===== config.mk =====
export PLATFORM = sky130hd
export DESIGN_NAME = data_mem_arbiter_flat
export DESIGN_NICKNAME = d
export VERILOG_FILES = /design/src/rtl/data_mem_arbiter_if.sv /design/src/rtl/data_mem_arbiter.sv /design/src/flat_wrapper.sv
export SDC_FILE = /design/constraint.sdc
export NUM_CORES = 1
export LEC_CHECK = 0
export CAP_MARGIN = 40
export CELL_PAD_IN_SITES_DETAIL_PLACEMENT = 1
export CELL_PAD_IN_SITES_GLOBAL_PLACEMENT = 1
export CORE_MARGIN = 2
export CORE_UTILIZATION = 32
export CTS_CLUSTER_DIAMETER = 60
export DETAILED_ROUTE_END_ITERATION = 7
export GPL_ROUTABILITY_DRIVEN = 0
export MAX_ROUTING_LAYER = met4
export PLACE_DENSITY = 0.92
export SYNTH_ARGS = -nofsm -noshare
export SYNTH_HDL_FRONTEND = slang
export SYNTH_SLANG_ARGS = --single-unit

===== constraint.sdc =====
create_clock -name clk -period 5.1 [get_ports clk]
set_input_delay 1.275 -clock clk [delete_from_list [all_inputs] [get_ports clk]]
set_output_delay 1.275 -clock clk [all_outputs]
set_load 0.1 [all_outputs]

===== src/rtl/data_mem_arbiter_if.sv =====
// Requester-side handshake bundle for data_mem_arbiter.
// Port 0 is the CPU load/store stage, port 1 is the loader/debug port.
interface data_mem_arbiter_if;
   localparam int unsigned AW = 32;
   localparam int unsigned DW = 32;

   logic          p0_req;
   logic          p1_req;
   logic          p0_we;
   logic          p1_we;
   logic [AW-1:0] p0_addr;
   logic [AW-1:0] p1_addr;
   logic [DW-1:0] p0_wdata;
   logic [DW-1:0] p1_wdata;
   logic          p0_lock;
   logic          p1_lock;
   logic          p0_ack;
   logic          p1_ack;
   logic          p0_err;
   logic          p1_err;
   logic [DW-1:0] p0_rdata;
   logic [DW-1:0] p1_rdata;

   // Arbiter side
   modport slave (
      input  p0_req, p1_req, p0_we, p1_we, p0_addr, p1_addr,
      input  p0_wdata, p1_wdata, p0_lock, p1_lock,
      output p0_ack, p1_ack, p0_err, p1_err, p0_rdata, p1_rdata
   );

   // Requester side
   modport master (
      output p0_req, p1_req, p0_we, p1_we, p0_addr, p1_addr,
      output p0_wdata, p1_wdata, p0_lock, p1_lock,
      input  p0_ack, p1_ack, p0_err, p1_err, p0_rdata, p1_rdata
   );
endinterface


===== src/rtl/data_mem_arbiter.sv =====
// Two-port data memory arbiter: IDLE/ACCESS/DONE sequencer with round-robin
// priority, owner lock for read-modify-write, and out-of-range address rejection.
module data_mem_arbiter #(
   parameter int unsigned ADDR_LIMIT = 256
) (
   input  logic                 clk,
   input  logic                 rst_n,
   data_mem_arbiter_if.slave    req_if,
   output logic                 mem_read,
   output logic                 mem_write,
   output logic [31:0]          mem_address,
   output logic [31:0]          mem_write_data,
   input  logic [31:0]          mem_read_data,
   output logic                 busy,
   output logic                 owner
);
   localparam int unsigned AW = 32;
   localparam int unsigned DW = 32;
   localparam int unsigned NP = 2;

   typedef enum logic [1:0] {
      IDLE   = 2'd0,
      ACCESS = 2'd1,
      DONE   = 2'd2
   } state_e;

   state_e        state_q, state_d;
   logic          prio_q, prio_d;
   logic          owner_q, owner_d;
   logic          we_q, we_d;
   logic [AW-1:0] addr_q, addr_d;
   logic [DW-1:0] wdata_q, wdata_d;
   logic [NP-1:0] ack_q, ack_d;
   logic [NP-1:0] err_q, err_d;
   logic [DW-1:0] rdata0_q, rdata0_d;
   logic [DW-1:0] rdata1_q, rdata1_d;
   logic          busy_q, busy_d;

   logic [NP-1:0] req_c;
   logic [NP-1:0] lock_c;
   logic          locked_c;
   logic          gnt_vld_c;
   logic          gnt_c;
   logic          sel_we_c;
   logic [AW-1:0] sel_addr_c;
   logic [DW-1:0] sel_wdata_c;
   logic          oob_c;

   assign req_c  = {req_if.p1_req, req_if.p0_req};
   assign lock_c = {req_if.p1_lock, req_if.p0_lock};

   // Grant choice: a held lock pins the owner, otherwise single request or prio
   always_comb begin
      gnt_vld_c = 1'b0;
      gnt_c     = owner_q;
      locked_c  = (prio_q == owner_q) && lock_c[owner_q];
      if (locked_c) begin
         gnt_vld_c = req_c[owner_q];
      end else if (req_c == 2'b11) begin
         gnt_vld_c = 1'b1;
         gnt_c     = prio_q;
      end else if (req_c[0]) begin
         gnt_vld_c = 1'b1;
         gnt_c     = 1'b0;
      end else if (req_c[1]) begin
         gnt_vld_c = 1'b1;
         gnt_c     = 1'b1;
      end
   end

   assign sel_we_c    = gnt_c ? req_if.p1_we    : req_if.p0_we;
   assign sel_addr_c  = gnt_c ? req_if.p1_addr  : req_if.p0_addr;
   assign sel_wdata_c = gnt_c ? req_if.p1_wdata : req_if.p0_wdata;
   assign oob_c       = sel_addr_c >= AW'(ADDR_LIMIT);

   always_comb begin
      state_d  = state_q;
      prio_d   = prio_q;
      owner_d  = owner_q;
      we_d     = we_q;
      addr_d   = addr_q;
      wdata_d  = wdata_q;
      ack_d    = '0;
      err_d    = '0;
      rdata0_d = rdata0_q;
      rdata1_d = rdata1_q;
      busy_d   = 1'b0;
      case (state_q)
         IDLE: begin
            if (gnt_vld_c) begin
               owner_d = gnt_c;
               we_d    = sel_we_c;
               addr_d  = sel_addr_c;
               wdata_d = sel_wdata_c;
               busy_d  = 1'b1;
               if (oob_c) begin
                  state_d       = DONE;
                  ack_d[gnt_c]  = 1'b1;
                  err_d[gnt_c]  = 1'b1;
               end else begin
                  state_d = ACCESS;
               end
            end
         end
         ACCESS: begin
            state_d        = DONE;
            busy_d         = 1'b1;
            ack_d[owner_q] = 1'b1;
            if (!we_q) begin
               if (owner_q) rdata1_d = mem_read_data;
               else         rdata0_d = mem_read_data;
            end
         end
         DONE: begin
            state_d = IDLE;
            prio_d  = lock_c[owner_q] ? owner_q : ~owner_q;
         end
         default: state_d = IDLE;
      endcase
   end

   always_ff @(posedge clk or negedge rst_n) begin
      if (!rst_n) begin
         state_q  <= IDLE;
         prio_q   <= 1'b0;
         owner_q  <= 1'b0;
         we_q     <= 1'b0;
         addr_q   <= '0;
         wdata_q  <= '0;
         ack_q    <= '0;
         err_q    <= '0;
         rdata0_q <= '0;
         rdata1_q <= '0;
         busy_q   <= 1'b0;
      end else begin
         state_q  <= state_d;
         prio_q   <= prio_d;
         owner_q  <= owner_d;
         we_q     <= we_d;
         addr_q   <= addr_d;
         wdata_q  <= wdata_d;
         ack_q    <= ack_d;
         err_q    <= err_d;
         rdata0_q <= rdata0_d;
         rdata1_q <= rdata1_d;
         busy_q   <= busy_d;
      end
   end

   // Memory strobes decode from state so reset drops them immediately
   assign mem_read       = (state_q == ACCESS) && !we_q;
   assign mem_write      = (state_q == ACCESS) &&  we_q;
   assign mem_address    = (state_q == ACCESS) ? addr_q  : '0;
   assign mem_write_data = (state_q == ACCESS) ? wdata_q : '0;

   assign req_if.p0_ack   = ack_q[0];
   assign req_if.p1_ack   = ack_q[1];
   assign req_if.p0_err   = err_q[0];
   assign req_if.p1_err   = err_q[1];
   assign req_if.p0_rdata = rdata0_q;
   assign req_if.p1_rdata = rdata1_q;
   assign busy            = busy_q;
   assign owner           = owner_q;
endmodule


===== src/flat_wrapper.sv =====
// flat-port wrapper written by rule: the top's interface ports become plain ports
module data_mem_arbiter_flat 
#(
   parameter int unsigned ADDR_LIMIT = 256
)
  (clk, rst_n, mem_read, mem_write, mem_address, mem_write_data, mem_read_data, busy, owner, req_if_p0_req, req_if_p1_req, req_if_p0_we, req_if_p1_we, req_if_p0_addr, req_if_p1_addr, req_if_p0_wdata, req_if_p1_wdata, req_if_p0_lock, req_if_p1_lock, req_if_p0_ack, req_if_p1_ack, req_if_p0_err, req_if_p1_err, req_if_p0_rdata, req_if_p1_rdata);
  data_mem_arbiter_if req_if_i ();
  input  logic clk;
  input  logic rst_n;
  output logic mem_read;
  output logic mem_write;
  output logic [31:0] mem_address;
  output logic [31:0] mem_write_data;
  input  logic [31:0] mem_read_data;
  output logic busy;
  output logic owner;
  input wire logic [$bits(req_if_i.p0_req)-1:0] req_if_p0_req;
  input wire logic [$bits(req_if_i.p1_req)-1:0] req_if_p1_req;
  input wire logic [$bits(req_if_i.p0_we)-1:0] req_if_p0_we;
  input wire logic [$bits(req_if_i.p1_we)-1:0] req_if_p1_we;
  input wire logic [$bits(req_if_i.p0_addr)-1:0] req_if_p0_addr;
  input wire logic [$bits(req_if_i.p1_addr)-1:0] req_if_p1_addr;
  input wire logic [$bits(req_if_i.p0_wdata)-1:0] req_if_p0_wdata;
  input wire logic [$bits(req_if_i.p1_wdata)-1:0] req_if_p1_wdata;
  input wire logic [$bits(req_if_i.p0_lock)-1:0] req_if_p0_lock;
  input wire logic [$bits(req_if_i.p1_lock)-1:0] req_if_p1_lock;
  output wire logic [$bits(req_if_i.p0_ack)-1:0] req_if_p0_ack;
  output wire logic [$bits(req_if_i.p1_ack)-1:0] req_if_p1_ack;
  output wire logic [$bits(req_if_i.p0_err)-1:0] req_if_p0_err;
  output wire logic [$bits(req_if_i.p1_err)-1:0] req_if_p1_err;
  output wire logic [$bits(req_if_i.p0_rdata)-1:0] req_if_p0_rdata;
  output wire logic [$bits(req_if_i.p1_rdata)-1:0] req_if_p1_rdata;
  assign req_if_i.p0_req = req_if_p0_req;
  assign req_if_i.p1_req = req_if_p1_req;
  assign req_if_i.p0_we = req_if_p0_we;
  assign req_if_i.p1_we = req_if_p1_we;
  assign req_if_i.p0_addr = req_if_p0_addr;
  assign req_if_i.p1_addr = req_if_p1_addr;
  assign req_if_i.p0_wdata = req_if_p0_wdata;
  assign req_if_i.p1_wdata = req_if_p1_wdata;
  assign req_if_i.p0_lock = req_if_p0_lock;
  assign req_if_i.p1_lock = req_if_p1_lock;
  assign req_if_p0_ack = req_if_i.p0_ack;
  assign req_if_p1_ack = req_if_i.p1_ack;
  assign req_if_p0_err = req_if_i.p0_err;
  assign req_if_p1_err = req_if_i.p1_err;
  assign req_if_p0_rdata = req_if_i.p0_rdata;
  assign req_if_p1_rdata = req_if_i.p1_rdata;
  data_mem_arbiter #(.ADDR_LIMIT(ADDR_LIMIT)) u_core (.clk(clk), .rst_n(rst_n), .req_if(req_if_i), .mem_read(mem_read), .mem_write(mem_write), .mem_address(mem_address), .mem_write_data(mem_write_data), .mem_read_data(mem_read_data), .busy(busy), .owner(owner));
endmodule

Word level (Yosys, flattened, before mapping)
Index checks and enable logic that the tools add are counted.
Widths: inputs -> output; s select.

word-level totals
  register bits after elaboration = 138
  bits in latches = 0
  RAM bits = 0
  bits in read-only memories = 0
  bits of input ports = 168
  word-level logic and storage cells = 64
  memories kept = 0

cells by class
  $add $sub $neg = 0
  multiply operators = 0
  divide/modulo/power cells = 0
  $lt $le $gt $ge = 5
  equal/unequal tests = 5
  shift-type cells = 0
  muxes and demuxes = 31
  bitwise operators = 2
  reductions and logical operators = 10

operator list
  kind                 count
  $mux 32              4
  $ge 32x9->1 const B  1
  $mux 1               17
  $mux 2               5
  $pmux 2 s2           2
  $reduce_and 3->1     2
  $logic_and 1x1->1    5
  $eq 2x2->1 const B   2
  $lt 1x2->1 const B   2
  $demux 1 s1          2
  $eq 2x1->1 const B   1
  $ge 1x1->1 const B   2
  $logic_not 2->1      1
  $ne 2x1->1 const B   1
  $not 1->1            2
  $pmux 1 s2           1
  $reduce_and 2->1     1
  $eq 1x1->1           1
  $logic_not 1->1      1

Longest topological paths before layout
  depth after elaboration = 11
  mapped depth = 7
  mapped depth without buffers = 5

Worst setup path after synthesis
Ideal clock, no wire load.

  path type = flip-flop to output port
  start point = register u_core.state_q[1]
  end point = output mem_read
  arrival = 1.920 ns
  data required time = 3.825 ns
  path slack = 1.905 ns
  cell stages (with the launch flop) = 3
  path buffers = 0
  cell sequence = dfrtp_1 nand2b_1 nor2_1

between the ends
  longest elaborated chain between the ends = 2

ends and longest elaborated chain
  element                   RTL line                 source
  start: declaration        data_mem_arbiter.sv:27   state_e state_q, state_d;
  start signal: assignment  data_mem_arbiter.sv:136  state_q <= state_d;
  $eq 2x1->1                data_mem_arbiter.sv:151  assign mem_read = (state_q == ACCESS) && !we_q;
  $logic_and 1x1->1         data_mem_arbiter.sv:151
  end: declaration          flat_wrapper.sv:10       output logic mem_read;

No other way between the ends.

Final worst setup path
  start point = register u_core.state_q[0]
  end point = output mem_write_data[26]

between the ends
  longest elaborated chain between the ends = 2

ends and longest elaborated chain
  element           RTL line                 source
  $eq 2x1->1        data_mem_arbiter.sv:154  assign mem_write_data = (state_q == ACCESS) ? wdata_q : '0;
  $mux 32           data_mem_arbiter.sv:154
  end: declaration  flat_wrapper.sv:13       output logic [31:0] mem_write_data;

No other way between the ends.

==> impl_metrics.toml <==
[detailed_routing]
antenna_left = 0
wire_per_inst_um = 22.6
routed_wl_um = 28800
drt_first_pass_iters = 6
vias_per_cell = 5.04
remaining_drc_errors = 0
drtIter0Drc = 241
vias = 6422

[worst_setup_path]
critPathBufInv = 3
ff2ff_setup_slack_ns = 2.66
r2r-start = "u_core.prio_q$_DFFE_PN0N_"
cp-end-kind = "output port"
crit_chain = "inv_2 > nor2_4 > and2_1 > clkdlybuf4s50_1 > buf_16"
r2r_end = "u_core.wdata_q[20]$_DFFE_PN0P_"
crit_path_max_fanout = 26
critical_path_class = "reg -> out"
reg2reg_depth = 6
startpoint_type = "flip-flop"
arrival_ns = 2.51
cp_slowest_stage_delay_ns = 0.64
cp_top_family = "buffers and inverters"
cp_slowest_cell = "clkdlybuf4s50_1"
critPathRequiredTime_ns = 3.83

[logic_synthesis]
synthMuxAreaShare = 0.118
synthesis.area_sq_mm = 0.00626
synthAdderAreaFrac = 0
syn_area_per_cell_sq_um = 10.1
synth-compound-area-share = 0.0822
synth_cells = 617
yosysSeqAreaShare = 0.552
synth_common_cells = "dfrtp_1 (138), nand2_1 (133), nor2_1 (69), a31oi_1 (66), and2_1 (66)"
synth_seq_cells = 138
synthSimpleGateAreaFrac = 0.213
synth_fp_nets = 785
yosysWarnings = 0
synthXorXnorAreaFrac = 0
synth_edf_count = 0
yosysMostFrequentCell = "dfrtp_1"
async_flop_share = 1.00
yosysUniqueCellTypes = 28
synth_top_cell_area_share = 0.552
yosys-top-cells-area = "dfrtp_1 (55%), mux2_2 (10%), nand2_1 (8.0%)"
yosysTopAreaCell = "dfrtp_1"
synth_top_family_by_area = "simple AND/OR/NAND/NOR gates"
ys.flop_type = "dfrtp_1"

[placement]
port_buffers = 303
dpl.hpwl_um = 20600
placed_cells = 1243
dp_slack_ns = 1.30

[global_route]
grt_max_degree = 90
grtUsageTotal = 0.289
antenna_found_initial = 0
grt_pass1_wl_um = 43000
grt_pass1_vias = 7231
grt_overflow = 0

[clock_network]
tritoncts = "done"
cts-root-buf = "clkbuf_16"
cts_resized = 0
post_cts_buffers = 0
clock_sinks = 138
htreeDepth = 4
cts_hold_buf = 0
cts_buffers = 17
worst_skew_pair.late_latency_ns = 0.42
clockBufferDepth = 2
path_clk_slew_ns = 0.06

[timing]
rsz0062_at_grt = "no"
worstMarginPinSlew_ns = 0.797
min_period_ns = 3.79
fin_crit_sh = 0.743
finalHoldViolCount = 0
fin_hold_ws_ns = 0.513
slew_violations = 0
setup_ws_ns = 1.31
setup_viol = 0
final.setup_skew_ns = 0.0113
fmax_mhz = 264
relSlewSlack = 0.469
final.setup.tns_ns = 0

[final_layout]
final_cells = 1275
drive_above_1_share = 0.242
area_growth_pct = 84.7
final_nets = 1165
fill_cells = 1999
n_antenna_cell = 0

[floorplanning]
num_io_pins = 304
dieArea_sq_mm = 0.0207
die_h_um = 144
initial_utilization = 0.324
rows = 51
die_x_um = 144
core_area_sq_mm = 0.0193

[min_path]
hold_class = "reg -> reg"
hold_end = "u_core.req_if.p0_rdata[19]$_DFFE_PN0P_"
min_path_cells = 1
min_from = "u_core.req_if.p0_rdata[19]$_DFFE_PN0P_"

[power_and_ir_drop]
power_uw = 4050
leakagePower_uw = 0.00517
p_per_area_mw_per_mm2 = 350
vdd_drop_max_mv = 0.255

[job]
maxCapViolations = 0

[status]
status = "completed"
sequential cells by signal, indices dropped and copies added (netlist names):
name and flops:
u_core.we_q 1, u_core.req_if.p1_rdata 32, u_core.prio_q 1, u_core.addr_q 32
u_core.owner 1, u_core.state_q 2, u_core.busy 1, u_core.ack_q 2
u_core.wdata_q 32, u_core.req_if.p0_rdata 32, u_core.err_q 2
logic make-up (layout without fill, tap and decap cells):
family | after synthesis | count (layout)
and+or+nand+nor | 290 | 290
DFF | 138 | 138
AOI/OAI and AO/OA | 78 | 78
muxes | 66 | 66
buffers and inverters | 45 | 438
stage by stage:
stage | util | area (sq um)
floorplan | - | 6260
global placement | 0.487 | 9410
detailed placement | 0.568 | 11000
CTS | 0.598 | 11600
global route | 0.598 | 11600
finish | 0.598 | 11600
power breakdown:
group | leakage (uW) | internal, uW | switching, uW
combinational | 0.00315 | 497 | 720
clock | 0.000284 | 736 | 508
sequential | 0.00174 | 1380 | 204
per-layer routing:
layer	up-vias	global-route usage	part of all wire
li1	2848	-	-
met1	3193	0.317	0.38
met2	299	0.504	0.52
met3	82	0.0573	0.055
met4	0	0.138	0.043
met5	-	-	0
layout make-up:
type / instances / area, sq um / share of cell area
clock inverter: 13 / 143 / 0.0123
clock buffer: 19 / 443 / 0.0383
tap: 265 / 332 / 0.0287
sequential: 138 / 3450 / 0.299
inverter: 2 / 7.51 / 0.000649
multi-input combinational: 434 / 2600 / 0.225
timing repair buffer: 404 / 4580 / 0.396
placed cells by master, fill, tap and decap left out, types with 2 or more instances in the layout:
| cell | synthesis | final |
|---|---|---|
| clkdlybuf4s50_1 | 0 | 256 |
| dfrtp_1 | 138 | 138 |
| nand2_1 | 133 | 133 |
| buf_8 | 0 | 73 |
| nor2_1 | 69 | 68 |
| and2_1 | 66 | 66 |
| a31oi_1 | 66 | 66 |
| mux2_2 | 57 | 57 |
| buf_4 | 1 | 56 |
| clkbuf_16 | 0 | 17 |
| buf_16 | 0 | 17 |
| nor4_1 | 12 | 12 |
| mux2_1 | 7 | 7 |
| a21oi_1 | 4 | 4 |
| clkinv_4 | 0 | 4 |
| clkinv_2 | 0 | 3 |
| nand4_1 | 2 | 2 |
| o21bai_1 | 2 | 2 |
| o211a_1 | 2 | 2 |
| nand2b_1 | 2 | 2 |
| inv_2 | 2 | 2 |
| a21o_1 | 2 | 2 |
| mux2i_1 | 2 | 2 |
| bufinv_16 | 0 | 2 |
| clkinvlp_4 | 0 | 2 |
| inv_6 | 0 | 2 |
worst max path at each step:
stage	from	end	slack, ns	cells past startpoint
floorplan	u_core.state_q[1]$_DFFE_PN0P_	mem_read	1.91	2
global placement	req_if_p0_req	u_core.wdata_q[22]$_DFFE_PN0P_	1.51	7
detailed placement	req_if_p0_req	u_core.wdata_q[20]$_DFFE_PN0P_	1.30	7
CTS	u_core.state_q[0]$_DFFE_PN0P_	mem_write_data[26]	1.29	5
global route	u_core.state_q[0]$_DFFE_PN0P_	mem_write_data[26]	1.22	5
finish	u_core.state_q[0]$_DFFE_PN0P_	mem_write_data[26]	1.31	5
Power figures use the tool's default switching activity.
